--- src/rtl/controleur_multi.sv ---
// Keyboard-driven multi-player position controller: decodes PS/2 scancodes into
// held-key flags and moves each player's clamped centre once per video frame.
module controleur_multi #(
    parameter int NPLAYERS = 2,
    parameter int HACTIVE  = 800,
    parameter int VACTIVE  = 600,
    parameter int STEP     = 2,
    parameter int MARGIN   = 16
) (
    input  logic                    clk,
    input  logic                    reset_n,
    input  logic                    EOF,
    input  logic [7:0]              data_out,
    input  logic                    data_valide,
    output logic [NPLAYERS*11-1:0]  centerX,
    output logic [NPLAYERS*11-1:0]  centerY,
    output logic [NPLAYERS*4-1:0]   keys_held
);

    typedef enum logic [1:0] {
        S_IDLE,
        S_BRK,
        S_EXT,
        S_EXTBRK
    } ps2_state_e;

    localparam logic [7:0] CODE_BRK = 8'hF0;
    localparam logic [7:0] CODE_EXT = 8'hE0;

    // Key index within a player nibble: 0 right, 1 left, 2 down, 3 up.
    localparam logic [7:0] KEY_MAP [2][4] = '{
        '{8'h23, 8'h1C, 8'h1B, 8'h1D},
        '{8'h4B, 8'h3B, 8'h42, 8'h43}
    };

    localparam logic signed [11:0] STEP12 = 12'(STEP);
    localparam logic signed [11:0] X_MIN  = 12'(MARGIN);
    localparam logic signed [11:0] X_MAX  = 12'(HACTIVE - 1 - MARGIN);
    localparam logic signed [11:0] Y_MIN  = 12'(MARGIN);
    localparam logic signed [11:0] Y_MAX  = 12'(VACTIVE - 1 - MARGIN);

    ps2_state_e              state_q, state_d;
    logic                    is_make, is_break;
    logic [NPLAYERS*4-1:0]   keys_q, keys_d;
    logic                    eof_q;
    logic                    frame_tick;

    // ------------------------------------------------------------------
    // Scancode FSM
    // ------------------------------------------------------------------
    always_ff @(posedge clk or negedge reset_n) begin
        if (!reset_n) begin
            state_q <= S_IDLE;
        end else begin
            // NOTE: sequential state uses non-blocking assignments so every
            // register samples the pre-edge values of the others.
            state_q <= state_d;
        end
    end

    always_comb begin
        // NOTE: defaults first, so every path assigns every output and no
        // latch is inferred.
        state_d  = state_q;
        is_make  = 1'b0;
        is_break = 1'b0;
        if (data_valide) begin
            unique case (state_q)
                S_IDLE: begin
                    if (data_out == CODE_BRK) begin
                        state_d = S_BRK;
                    end else if (data_out == CODE_EXT) begin
                        state_d = S_EXT;
                    end else begin
                        is_make = 1'b1;
                    end
                end
                S_BRK: begin
                    is_break = 1'b1;
                    state_d  = S_IDLE;
                end
                S_EXT: begin
                    state_d = (data_out == CODE_BRK) ? S_EXTBRK : S_IDLE;
                end
                S_EXTBRK: begin
                    state_d = S_IDLE;
                end
                default: begin
                    state_d = S_IDLE;
                end
            endcase
        end
    end

    // ------------------------------------------------------------------
    // Held-key flags
    // ------------------------------------------------------------------
    always_comb begin
        keys_d = keys_q;
        for (int p = 0; p < NPLAYERS; p++) begin
            for (int k = 0; k < 4; k++) begin
                if ((is_make || is_break) && (data_out == KEY_MAP[p][k])) begin
                    keys_d[p*4 + k] = is_make;
                end
            end
        end
    end

    always_ff @(posedge clk or negedge reset_n) begin
        if (!reset_n) begin
            keys_q <= '0;
            eof_q  <= 1'b0;
        end else begin
            keys_q <= keys_d;
            eof_q  <= EOF;
        end
    end

    // Moves read keys_q, so a byte landing on the tick cycle only counts next frame.
    assign frame_tick = EOF & ~eof_q;
    assign keys_held  = keys_q;

    function automatic logic signed [10:0] step_axis(
        input logic signed [10:0] pos,
        input logic               pos_key,
        input logic               neg_key,
        input logic signed [11:0] lo,
        input logic signed [11:0] hi
    );
        logic signed [11:0] cand;
        cand = {pos[10], pos};
        if (pos_key && !neg_key) begin
            cand = cand + STEP12;
        end else if (neg_key && !pos_key) begin
            cand = cand - STEP12;
        end
        if (cand < lo) begin
            cand = lo;
        end else if (cand > hi) begin
            cand = hi;
        end
        return cand[10:0];
    endfunction

    // ------------------------------------------------------------------
    // Per-player position registers
    // ------------------------------------------------------------------
    for (genvar p = 0; p < NPLAYERS; p++) begin : g_player
        localparam logic signed [10:0] X_INIT =
            (p == 0) ? 11'(HACTIVE / 4) : 11'(3 * HACTIVE / 4);
        localparam logic signed [10:0] Y_INIT = 11'(VACTIVE / 2);

        logic signed [10:0] x_q, x_d;
        logic signed [10:0] y_q, y_d;

        always_comb begin
            x_d = x_q;
            y_d = y_q;
            if (frame_tick) begin
                x_d = step_axis(x_q, keys_q[p*4 + 0], keys_q[p*4 + 1], X_MIN, X_MAX);
                y_d = step_axis(y_q, keys_q[p*4 + 2], keys_q[p*4 + 3], Y_MIN, Y_MAX);
            end
        end

        always_ff @(posedge clk or negedge reset_n) begin
            if (!reset_n) begin
                x_q <= X_INIT;
                y_q <= Y_INIT;
            end else begin
                x_q <= x_d;
                y_q <= y_d;
            end
        end

        assign centerX[p*11 +: 11] = x_q;
        assign centerY[p*11 +: 11] = y_q;
    end

endmodule

--- config.mk ---
export PLATFORM = sky130hd
export DESIGN_NAME = controleur_multi
export DESIGN_NICKNAME = d
export VERILOG_FILES = /design/src/rtl/controleur_multi.sv
export SDC_FILE = /design/constraint.sdc
export NUM_CORES = 1
export LEC_CHECK = 0
export ABC_AREA = 1
export CORE_UTILIZATION = 50
export DETAILED_ROUTE_END_ITERATION = 8
export PLACE_DENSITY = 0.77
export SLEW_MARGIN = 20
export SYNTH_ARGS = -nofsm -noshare
export SYNTH_HDL_FRONTEND = slang
export SYNTH_SLANG_ARGS = --single-unit
--- constraint.sdc ---
create_clock -name clk -period 1.81 [get_ports clk]
set_input_delay 0.2715 -clock clk [delete_from_list [all_inputs] [get_ports clk]]
set_output_delay 0.2715 -clock clk [all_outputs]
set_load 0.01 [all_outputs]
After elaboration in Yosys (flattened, before gate mapping)

Cells that the tools add are included.

Bits in registers: 55
Logic and storage cells: 104

Add/subtract/negate cells: 8
Order comparisons: 8
Eq/ne operators: 14
Muxes and demuxes: 30
Bitwise operators: 2
Reductions and logical operators: 28

Operators by type and width:

| operator                                                                       | count |
|---|---|
| 12-bit 2-to-1 mux                                                              | 12 |
| 11-bit 2-to-1 mux                                                              | 8 |
| 11-bit by 3-bit adder with 12-bit output (second input constant)               | 4 |
| 12-bit by 11-bit > comparator with 1-bit output (second input constant)        | 4 |
| 12-bit by 6-bit less-than comparator with 1-bit output (second input constant) | 4 |
| 11-bit by 3-bit subtractor with 12-bit output (second input constant)          | 4 |
| 8-bit by 5-bit equality test with 1-bit output (second input constant)         | 3 |
| 8-bit by 7-bit equality test with 1-bit output (second input constant)         | 3 |
| 8-bit by 6-bit equality test with 1-bit output (second input constant)         | 2 |
| 8-bit equality test (second input constant)                                    | 2 |
| 1-bit logical AND                                                              | 16 |
| 1-bit logical NOT                                                              | 8 |
| 1-bit 2-to-1 mux                                                               | 6 |
| 2-bit 2-to-1 mux                                                               | 3 |
| 2-bit one-hot mux with 3 select lines                                          | 1 |
| 2-bit equality test (second input constant)                                    | 2 |
| 3-bit inequality test (second input constant)                                  | 1 |
| 2-bit by 1-bit equality test with 1-bit output (second input constant)         | 1 |
| 2-bit logical NOT                                                              | 1 |
| 2-bit AND reduction                                                            | 1 |
| 2-bit OR reduction                                                             | 1 |
| 1-bit AND                                                                      | 1 |
| 1-bit logical OR                                                               | 1 |
| 1-bit NOT                                                                      | 1 |

Logic depth before layout (Yosys ltp)

Gate-level depths: netlist of the first run.

Word-level depth: 8
Mapped depth: 17
Mapped depth without buffers: 17

Worst setup path after synthesis of the first run

OpenSTA, ideal clock, no wires.

Path type: register -> register
From: register g_player[1].y_q[2]
To: register g_player[1].y_q[1]
Setup time: 0.117 ns
Arrival: 1.870 ns
Path slack: -0.177 ns
Stages on the path, launching flop included: 15
Buffers on the path: 0
Period minus slack after synthesis: 1.987 ns
Cells stage by stage: dfstp_2 inv_1 ha_1 nand3_1 nand2_1 o211ai_1 o21a_1 inv_1 or2_1 nor2_1 nor2_1 nand2_4 nand2_1 nand2_1 nand2_1

Cells in the longest elaborated chain, start to end: 7
Elaborated cells on any way between the ends: 9

RTL lines:

| what                                            | line | text |
|---|---|---|
| start: declaration                              | 154  | `logic signed [10:0] y_q, y_d;` |
| start signal: assignment                        | 171  | `y_q <= y_d;` |
| 11-bit by 3-bit subtractor with 12-bit output   | 135  | `cand = cand - STEP12;` |
| 12-bit 2-to-1 mux                               | 134  | `end else if (neg_key && !pos_key) begin` |
| 12-bit 2-to-1 mux *                             | 132  | `if (pos_key && !neg_key) begin` |
| 12-bit 2-to-1 mux *                             | 159  | `if (frame_tick) begin` |
| 12-bit by 11-bit > comparator with 1-bit output | 139  | `end else if (cand > hi) begin` |
| 11-bit 2-to-1 mux                               | 139  |  |
| 11-bit 2-to-1 mux *                             | 137  | `if (cand < lo) begin` |

Mark *: on every way between the ends. The rest lies on a longest branch, timed or not. The select of a mux whose other input is x is not followed.
A chain may end at the register's enable or synchronous reset.

Worst setup path in the final report of the first run

From: register g_player[1].y_q[1]
To: register g_player[1].y_q[4]

The elaborated chain is that of the path after synthesis.

==> qor.yml, run 1 <==
reg2reg_depth: 15
dpl_cell_area_mm2: 0.00614
synthXorXnorAreaFrac_pct: 2.38
hold_path_class: "in2reg"
dp_cells: 1008
drt_first_pass_iters: 5
post-route-util_pct: 85.8
yosysUniqueCellTypes: 37
ios: 64
synth-simple-area-share_pct: 46.0
antenna_found_initial: 0
whs_path_depth: 1
drive_above_1_share_pct: 39.5
wl_per_cell_um: 15.8
arrival_ns: 2.60
gp_congestion: 0.947
synthArstFlopShare_pct: 100
synth-main-ff-cell: "dfrtp_1"
grt_pass1_vias: 5319
fin_crit_sh_pct: 132
nNetsFinal: 969
final_cell_area_mm2: 0.00719
violations: "negative setup slack"
cp_max_fo: 4
first_iter_violations: 411
synthMuxAreaShare_pct: 0
numCtsBuffers: 5
relSlewSlack_pct: 62.1
start_util_pct: 52.6
die_w_um: 95.9
synth_top_family_by_area: "simple AND/OR/NAND/NOR gates"
totalWireLength_um: 16600
min_to: "eof_q"
netlist_instances: 726
p_leak_nw: 3.78
cp-end-kind: "register"
insertion_delay_ns: 0.32
power.density_mw_per_mm2: 856
finalCriticalPeriod_ns: 2.39
syn_avg_cell_area_um2: 6.08
seq_area_frac_synth_pct: 31.6
hold_ws_ns: 0.442
maxSlewViolCount: 0
portBuffers: 63
syn_to_final_growth_pct: 63.1
coreArea_mm2: 0.00838
synth_edf_count: 0
r2r-start: "g_player[1].y_q[1]"
h-tree-depth: 2
irDropWorstVdd_mv: 0.728
cap_violations: 0
cts_root_buffer: "clkbuf_8"
finalSetupViolCount: 40
clk_pin_slew_worst_paths_ns: 0.11
drc: 0
vias_per_cell: 5.61
fillCellCount: 479
start_kind: "register"
timing.rr.end: "g_player[1].y_q[4]"
clockBufferDepth: 2
skew_ns: 0.0103
cts_tree: "built"
syn_area_mm2: 0.00441
grt_max_degree: 22
rows: 33
synth-adder-area-share_pct: 2.27
syn-num-nets: 746
worstMarginPinSlew_ns: 0.569
ys_seq_elements: 55
dp_hpwl_um: 10200
r2r_slack_ns: -0.58
grt_usage_pct: 32.5
grt_pass1_wl_um: 23500
worstPathRequired_ns: 2.01
hold_viol_final: 0
power.total_w: 0.00616
final_common_cell: "nand2_1"
vias: 5914
layout_common_cells: "nand2_1 (206), buf_4 (147), inv_1 (78), nand2_2 (59), nor2_1 (57)"
max_freq_ghz: 0.418
die_h_um: 95.9
ant_nets: 0
fin_ws_ns: -0.584
synth_compound_area_share_pct: 7.91
clock_sinks: 55
yosysWarningCount: 0
min_from: "EOF"
num_antenna_cells: 0
status: "finished, violations left"
fin_cells: 1055
dieArea_mm2: 0.00920
crit_type: "reg2reg"
grt_setup_unrepaired: "yes"
gr-total-overflow: 0
## cells in the mapped netlist (3+ instances only)
library cell	instances	share of area [%]
dfrtp_1	40	23
nand2_2	4	0.57
nor2_2	8	1.1
o21ai_1	12	1.4
inv_1	101	8.6
o211ai_1	3	0.51
nor3_1	9	1.0
nand3b_1	5	0.85
clkbuf_1	5	0.43
xor2_1	11	2.2
a21oi_1	12	1.4
nand4_1	19	2.7
nand2_1	271	23
ha_1	8	2.3
o21ai_0	31	3.5
nor2_1	76	6.5
nand3_1	66	7.5
dfstp_2	15	8.9
nor3_2	3	0.68
inv_2	5	0.43
## metal layers
layer	up-vias	routed length [um]	global-route usage, %
met2	351	8150	57.1
met1	2719	6190	39.8
met4	0	856	14.2
met5	-	0	0
li1	2747	-	-
met3	97	1440	3.87
## registers in the layout, summed over array words and instances (netlist names)
register and cells:
g_player.x_q 22, keys_held 8, g_player.y_q 22, state_q 2, eof_q 1
## how the worst max path moves through the flow
stage	startpoint	to	slack [ns]
after floorplan	g_player[1].y_q[2]	g_player[1].y_q[1]	-0.13
after CTS	g_player[1].y_q[2]	g_player[1].y_q[1]	-0.34
after global placement	g_player[1].y_q[3]	g_player[1].y_q[1]	-0.30
final	g_player[1].y_q[1]	g_player[1].y_q[4]	-0.58
after global routing	g_player[1].y_q[2]	g_player[1].y_q[1]	-0.65
after detailed placement	g_player[1].y_q[3]	g_player[1].y_q[1]	-0.38
## where the power goes
part           switching (W)  internal [W]  total (W)
logic                0.00188       0.00168    0.00355
registers           0.000319       0.00150    0.00182
clock network       0.000438      0.000352   0.000790
## final cells by class
type / instances / area [um^2] / share of cell area, %
flip-flops and latches: 55 / 1410 / 19.5
inverters: 107 / 414 / 5.76
repair buffers: 220 / 1850 / 25.7
multi-input cells: 560 / 3290 / 45.7
well taps: 105 / 131 / 1.83
clock buffers: 8 / 100 / 1.39
## through the flow
step | setup slack (ns) | setup TNS [ns]
CTS | -0.342 | -7.69
global placement | -0.296 | -7.35
floorplan | -0.133 | -1.53
detailed placement | -0.384 | -9.23
finish | -0.584 | -11.92
global route | -0.653 | -16.38
## worst max-delay path, cell delays in order (launching register included)
cell	delay (ns)
dfrtp_2	0.47
inv_2	0.13
ha_4	0.19
nand3_4	0.13
nor2_1	0.21
nand2_1	0.08
nand2_1	0.07
nand3_1	0.10
nand2_2	0.14
nor2_2	0.05
nand3_1	0.08
nor2_1	0.05
nor2_2	0.23
nand2_2	0.16
nand2_1	0.12
nand3b_1	0.08
## kinds of logic (layout without fill, tap and decap cells)
group	count (synthesis)	after routing
adders and majority gates	8	8
AOI/OAI and AO/OA	65	65
and+or+nand+nor	472	475
DFF	55	55
buffers and inverters	114	335
xor gates and xnor gates	12	12
## repair_timing
item / 4_1_cts / 5_1_grt
gates cloned: 2 / 1
hold endpoints to repair: 12 / 0
hold buffers: 1 / 0
buffers inserted: 25 / 10
setup endpoints to repair: 47 / 46
pin swaps: 38 / 48
resized for setup: 80 / 134
(Power assumes the default switching activity.)
==> inputs of run 2 (changes only) <==
CORE_UTILIZATION = 40   (was 50)
PLACE_DENSITY = default   (was 0.77)
==> qor.yml, run 2 (synthesized netlist as in run 1, its figures left out) <==
status: "finished, violations left"  # unchanged
violations: "negative setup slack"  # unchanged
busiest_layer: "met2"  # unchanged
worstMarginPinSlew_ns: 0.477  # was 0.569 ns
totalWireLength_um: 15100  # was 16600 um
vias_per_cell: 5.11  # was 5.61
post-route-util_pct: 71.0  # was 85.8%
maxSlewViolCount: 0  # unchanged
arrival_ns: 2.36  # was 2.60 ns
wl_per_cell_um: 13.9  # was 15.8 um
cts_root_buffer: "clkbuf_8"  # unchanged
crit_type: "reg2reg"  # unchanged
numCtsBuffers: 5  # unchanged
fillCellCount: 890  # was 479
multi_input_area_mm2: 0.00341  # was 0.00329 mm^2
grt_pass1_vias: 5185  # was 5319
grt_pass1_wl_um: 23300  # was 23500 um
finalCriticalPeriod_ns: 2.17  # was 2.39 ns
antenna_found_initial: 0  # unchanged
skew_ns: 0.0199  # was 0.0103 ns
grt_util_met1_pct: 31.6  # was 39.8%
crit_chain: "inv_2 > ha_4 > nand3_4 > nor2_1 > nand2_1 > nand2_1 > nand3_1 > nand2_4 > buf_4 > nor2_1 > nor2_1 > nand2_2 > nand2_2 > nand2_1 > nand3b_1"  # was inv_2 > ha_4 > nand3_4 > nor2_1 > nand2_1 > nand2_1 > nand3_1 > nand2_2 > nor2_2 > nand3_1 > nor2_1 > nor2_2 > nand2_2 > nand2_1 > nand3b_1
drive_above_1_share_pct: 40.5  # was 39.5%
dieArea_mm2: 0.0115  # was 0.00920 mm^2
die_h_um: 107  # was 95.9 um
cp_max_fo: 6  # was 4
rows: 37  # was 33
gr-total-overflow: 0  # unchanged
finalSetupViolCount: 40  # unchanged
num_antenna_cells: 0  # unchanged
critPathMaxStageDelay_ns: 0.62  # was 0.47 ns
vias: 5572  # was 5914
cts_tree: "built"  # unchanged
clockBufferDepth: 2  # unchanged
crit_family: "simple AND/OR/NAND/NOR gates"  # unchanged
gp_congestion: 0.915  # was 0.947
first_iter_violations: 277  # was 411
cp-end-kind: "register"  # unchanged
layout_common_cells: "nand2_1 (210), buf_4 (143), inv_1 (79), nor2_1 (53), nand2_2 (52)"  # was nand2_1 (206), buf_4 (147), inv_1 (78), nand2_2 (59), nor2_1 (57)
p_leak_nw: 3.87  # was 3.78 nW
nNetsFinal: 974  # was 969
portBuffers: 63  # unchanged
syn_to_final_growth_pct: 69.2  # was 63.1%
irDropWorstVdd_mv: 0.553  # was 0.728 mV
hold_path_class: "in2reg"  # unchanged
cap_violations: 0  # unchanged
hold_ws_ns: 0.429  # was 0.442 ns
power.density_mw_per_mm2: 835  # was 856 mW/mm^2
drt_first_pass_iters: 5  # unchanged
grt_usage_pct: 25.0  # was 32.5%
clock_sinks: 55  # unchanged
cpMaxStageDelayCell: "dfstp_2"  # was dfrtp_2
path_buf_inv: 2  # was 1
grt_setup_unrepaired: "yes"  # unchanged
relSlewSlack_pct: 67.9  # was 62.1%
dp_hpwl_um: 10200  # about the same
drc: 0  # unchanged
insertion_delay_ns: 0.32  # about the same
h-tree-depth: 2  # unchanged
coreArea_mm2: 0.0105  # was 0.00838 mm^2
ff_latch_area_mm2: 0.00141  # about the same
final_common_cell: "nand2_1"  # unchanged
ant_nets: 0  # unchanged
use_met3_pct: 3.53  # was 3.87%
clk_pin_slew_worst_paths_ns: 0.10  # was 0.11 ns
die_w_um: 107  # was 95.9 um
start_util_pct: 42.0  # was 52.6%
grt_max_degree: 56  # was 22
ios: 64  # unchanged
fin_ws_ns: -0.358  # was -0.584 ns
hold_viol_final: 0  # unchanged
fin_crit_sh_pct: 120  # was 132%
globalRouteMet2Util_pct: 43.9  # was 57.1%
max_freq_ghz: 0.461  # was 0.418 GHz
start_kind: "register"  # unchanged
worstPathRequired_ns: 2.00  # was 2.01 ns
-- run 2: cell types whose count changed in the layout (fill, tap and decap cells not counted), moves of 4 or more --
| cell | change |
|---|---|
| o21ai_2 | -5 |
| nor2_1 | -4 |
| o21ai_1 | +7 |
| nand3_1 | -8 |
| buf_4 | -4 |
| nand3_2 | +6 |
| nor2_4 | +7 |
| nand2_1 | +4 |
| buf_6 | +7 |
| nand2_2 | -7 |
-- run 2: where the power goes --
group | internal [W] | switching [W] | total, W
Clock | 0.000449 | 0.000440 | 0.000889
Combinational | 0.00171 | 0.00182 | 0.00353
Sequential | 0.00150 | 0.000316 | 0.00182
-- run 2: worst paths after layout --
| path | startpoint | end | slack, ns | cells after the start |
|---|---|---|---|---|
| hold reg to reg | g_player[0].x_q[7] | g_player[0].x_q[7] | 0.51 | 2 |
| setup / recovery | g_player[1].y_q[2] | g_player[1].y_q[4] | -0.36 | 15 |
| setup reg to reg | g_player[1].y_q[2] | g_player[1].y_q[4] | -0.36 | 15 |
| max in group asynchronous | reset_n | g_player[1].y_q[2] | 1.01 | 3 |
| hold / removal | EOF | eof_q | 0.43 | 1 |
| min in group asynchronous | reset_n | g_player[0].x_q[9] | 0.46 | 3 |
-- run 2: repair_timing --
| item | CTS | global route |
|---|---|---|
| gates cloned | 3 | 0 |
| gates resized for setup | 118 | 130 |
| setup endpoints to repair | 50 | 45 |
| setup buffers | 20 | 22 |
| pin swaps | 57 | 85 |
| endpoints found under the hold margin | 40 | 0 |
| hold buffers | 1 | 0 |
-- run 2: layer usage --
| layer | part of all wire, % | wire length [um] |
|---|---|---|
| met5 | 0 | 0 |
| met2 | 51 | 7710 |
| met3 | 3.6 | 539 |
| met4 | 2.0 | 307 |
| met1 | 43 | 6560 |
-- run 2: final cells by class --
class / instances / area share (%)
multi-input cells: 560 / 45.7
well taps: 136 / 2.28
clock inverters: 2 / 0.469
inverters: 107 / 5.55
flip-flops and latches: 55 / 18.9
clock buffers: 6 / 1.11
repair buffers: 225 / 26.0
-- run 2: per-stage QoR --
stage / total power [W] / instance area (um^2) / std cells / setup WS [ns] / setup TNS, ns
after CTS: 0.00569 / 6800 / 1069 / -0.290 / -7.38
after global routing: 0.00668 / 7460 / 1091 / -0.459 / -14.81
after floorplan: 0.00317 / 4490 / 726 / -0.133 / -1.53
after global placement: 0.00445 / 6170 / 1038 / -0.316 / -7.85
final: 0.00623 / 7460 / 1091 / -0.358 / -9.94
after detailed placement: 0.00451 / 6170 / 1038 / -0.373 / -9.08
==> inputs of run 3 (changes only) <==
--- a/config.mk
+++ b/config.mk
@@ -9,2 +9,3 @@
 export CORE_UTILIZATION = 40
+export CTS_CLUSTER_DIAMETER = 120
 export DETAILED_ROUTE_END_ITERATION = 8
==> constraint.sdc (replaced) <==
create_clock -name clk -period 1.81 [get_ports clk]
set_input_delay 0.4525 -clock clk [delete_from_list [all_inputs] [get_ports clk]]
set_output_delay 0.4525 -clock clk [all_outputs]
set_load 0.01 [all_outputs]
==> qor.yml, run 3 (synthesized netlist as in run 1, its figures left out) <==
status: "finished, violations left"  # unchanged
violations: "negative setup slack"  # unchanged
seq_power_share_pct: 29.7  # was 29.1%
finalSetupViolCount: 40  # unchanged
hold_viol_final: 0  # unchanged
insertion_delay_ns: 0.31  # was 0.32 ns
comb_power_share_pct: 58.6  # was 56.6%
fin_crit_sh_pct: 121  # was 120%
h-tree-depth: 2  # unchanged
vias: 5639  # was 5572
hold_path_class: "in2async"  # was in2reg
power.density_mw_per_mm2: 824  # was 835 mW/mm^2
cap_violations: 0  # unchanged
portBuffers: 63  # unchanged
grt_pass1_wl_um: 23900  # was 23300 um
cp_max_fo: 8  # was 6
wl_per_cell_um: 13.7  # was 13.9 um
grt_pass1_vias: 5367  # was 5185
grt_usage_pct: 25.6  # was 25.0%
clock_sinks: 55  # unchanged
vias_per_cell: 5.13  # was 5.11
r2r_slack_ns: -0.37  # was -0.36 ns
die_w_um: 107  # unchanged
drive_above_1_share_pct: 40.3  # was 40.5%
coreArea_mm2: 0.0105  # unchanged
hold_buffers: 0  # was 1
cts_root_buffer: "clkbuf_8"  # unchanged
final_common_cell: "nand2_1"  # unchanged
dp_hpwl_um: 10300  # was 10200 um
arrival_ns: 2.39  # was 2.36 ns
clk_pin_slew_worst_paths_ns: 0.10  # about the same
num_antenna_cells: 0  # unchanged
fin_ws_ns: -0.373  # was -0.358 ns
syn_to_final_growth_pct: 65.9  # was 69.2%
crit_chain: "inv_2 > ha_4 > nand3_2 > nand2_1 > nand2_1 > nand2_2 > nor2_4 > buf_4 > nand4_1 > o21ai_2 > nor2_4 > nand3b_1 > nand2_1"  # was inv_2 > ha_4 > nand3_4 > nor2_1 > nand2_1 > nand2_1 > nand3_1 > nand2_4 > buf_4 > nor2_1 > nor2_1 > nand2_2 > nand2_2 > nand2_1 > nand3b_1
post-route-util_pct: 69.6  # was 71.0%
antenna_found_initial: 0  # unchanged
drt_first_pass_iters: 5  # unchanged
ant_nets: 0  # unchanged
max_freq_ghz: 0.458  # was 0.461 GHz
totalWireLength_um: 15100  # about the same
r2r-start: "g_player[1].y_q[2]"  # unchanged
grt_setup_unrepaired: "yes"  # unchanged
cp-end-kind: "register"  # unchanged
layout_common_cells: "nand2_1 (214), buf_4 (160), inv_1 (81), nand2_2 (55), nor2_1 (53)"  # was nand2_1 (210), buf_4 (143), inv_1 (79), nor2_1 (53), nand2_2 (52)
p_leak_nw: 3.92  # was 3.87 nW
irDropWorstVdd_mv: 0.553  # about the same
worstMarginPinSlew_ns: 0.355  # was 0.477 ns
relSlewSlack_pct: 76.1  # was 67.9%
cpMaxStageDelayCell: "dfstp_2"  # unchanged
route.met2.wl_um: 7690  # was 7710 um
highest_layer: "met4"  # unchanged
wl_met1_um: 6400  # was 6560 um
rows: 37  # unchanged
timing.rr.end: "g_player[1].y_q[7]"  # was g_player[1].y_q[4]
start_util_pct: 42.0  # unchanged
reg2reg_depth: 13  # was 15
maxSlewViolCount: 0  # unchanged
start_kind: "register"  # unchanged
crit_path_frequent_cell: "nand2_1"
critPathMaxStageDelay_ns: 0.62  # about the same
power_switching_w: 0.00256  # was 0.00258 W
worstPathRequired_ns: 2.01  # was 2.00 ns
p_int_w: 0.00347  # was 0.00366 W
p_sw_share_pct: 42.5  # was 41.3%
finalCriticalPeriod_ns: 2.18  # was 2.17 ns
fillCellCount: 916  # was 890
skew_ns: 0.0134  # was 0.0199 ns
dieArea_mm2: 0.0115  # unchanged
nNetsFinal: 982  # was 974
pwr-share-clk_pct: 11.6  # was 14.3%
gp_congestion: 0.945  # was 0.915
grt_max_degree: 56  # unchanged
first_iter_violations: 323  # was 277
met3_length_um: 657  # was 539 um
ios: 64  # unchanged
tns_ns: -8.54  # was -9.94 ns
drc: 0  # unchanged
numCtsBuffers: 5  # unchanged
clockBufferDepth: 2  # unchanged
cts_tree: "built"  # unchanged
crit_type: "reg2reg"  # unchanged
die_h_um: 107  # unchanged
place_ws_ns: -0.352  # was -0.373 ns
gr-total-overflow: 0  # unchanged
-- run 3: worst max path at each step --
stage,start,to,slack [ns],cells past startpoint
CTS,g_player[1].y_q[2],g_player[1].y_q[1],-0.30,16
floorplan,g_player[1].y_q[2],g_player[1].y_q[1],-0.13,14
global route,g_player[1].y_q[2],g_player[1].y_q[9],-0.44,16
global placement,g_player[1].y_q[2],g_player[1].y_q[8],-0.28,13
detailed placement,g_player[1].y_q[2],g_player[1].y_q[7],-0.35,13
finish,g_player[1].y_q[2],g_player[1].y_q[7],-0.37,13
-- run 3: area by class of cell --
cell class	instances	area, um^2	share of cell area [%]
multi-input combinational	560	3320	45.3
tap	136	170	2.33
timing repair buffer	233	1930	26.4
clock buffer	7	76.3	1.04
inverter	107	409	5.59
clock inverter	1	5.00	0.0684
sequential	55	1410	19.2
-- run 3: timing repair --
item / CTS / global route
setup buffers: 23 / 14
hold endpoints to repair: 0 / 0
setup endpoints to repair: 78 / 48
gates cloned: 3 / 0
gates resized for setup: 127 / 121
pin swaps: 42 / 46
-- run 3: power by group through the flow --
stage,logic [W],registers [W],clock network (W)
2_1_floorplan,0.00131,0.00187,0
3_3_place_gp,0.00274,0.00177,0
3_5_place_dp,0.00278,0.00178,0
4_1_cts,0.00303,0.00178,0.000731
5_1_grt,0.00390,0.00183,0.000764
6_report,0.00354,0.00179,0.000700
-- run 3: worst max-delay path: cells and delay by family, from the launching register on --
kind	cells	cell delay [ns]
adders and majority gates	1	0.17
buffers and inverters	2	0.19
and+or+nand+nor	9	0.85
AOI/OAI and AO/OA	1	0.24
DFF	1	0.62
-- run 3: metrics by stage --
step           area, um^2  hold slack [ns]  power (W)  std cells
2_1_floorplan        4490            0.157    0.00317        726
3_3_place_gp         6290            0.477    0.00451       1051
3_5_place_dp         6290            0.481    0.00456       1051
4_1_cts              6810            0.125    0.00554       1085
5_1_grt              7320            0.143    0.00649       1099
6_report             7320            0.127    0.00603       1099
-- run 3: routing by layer --
metal  vias to the layer above  GRT usage, %
met5                         -             0
met4                         0          8.02
met3                        34          3.65
met2                       180          45.3
met1                      2656          32.0
li1                       2769             -
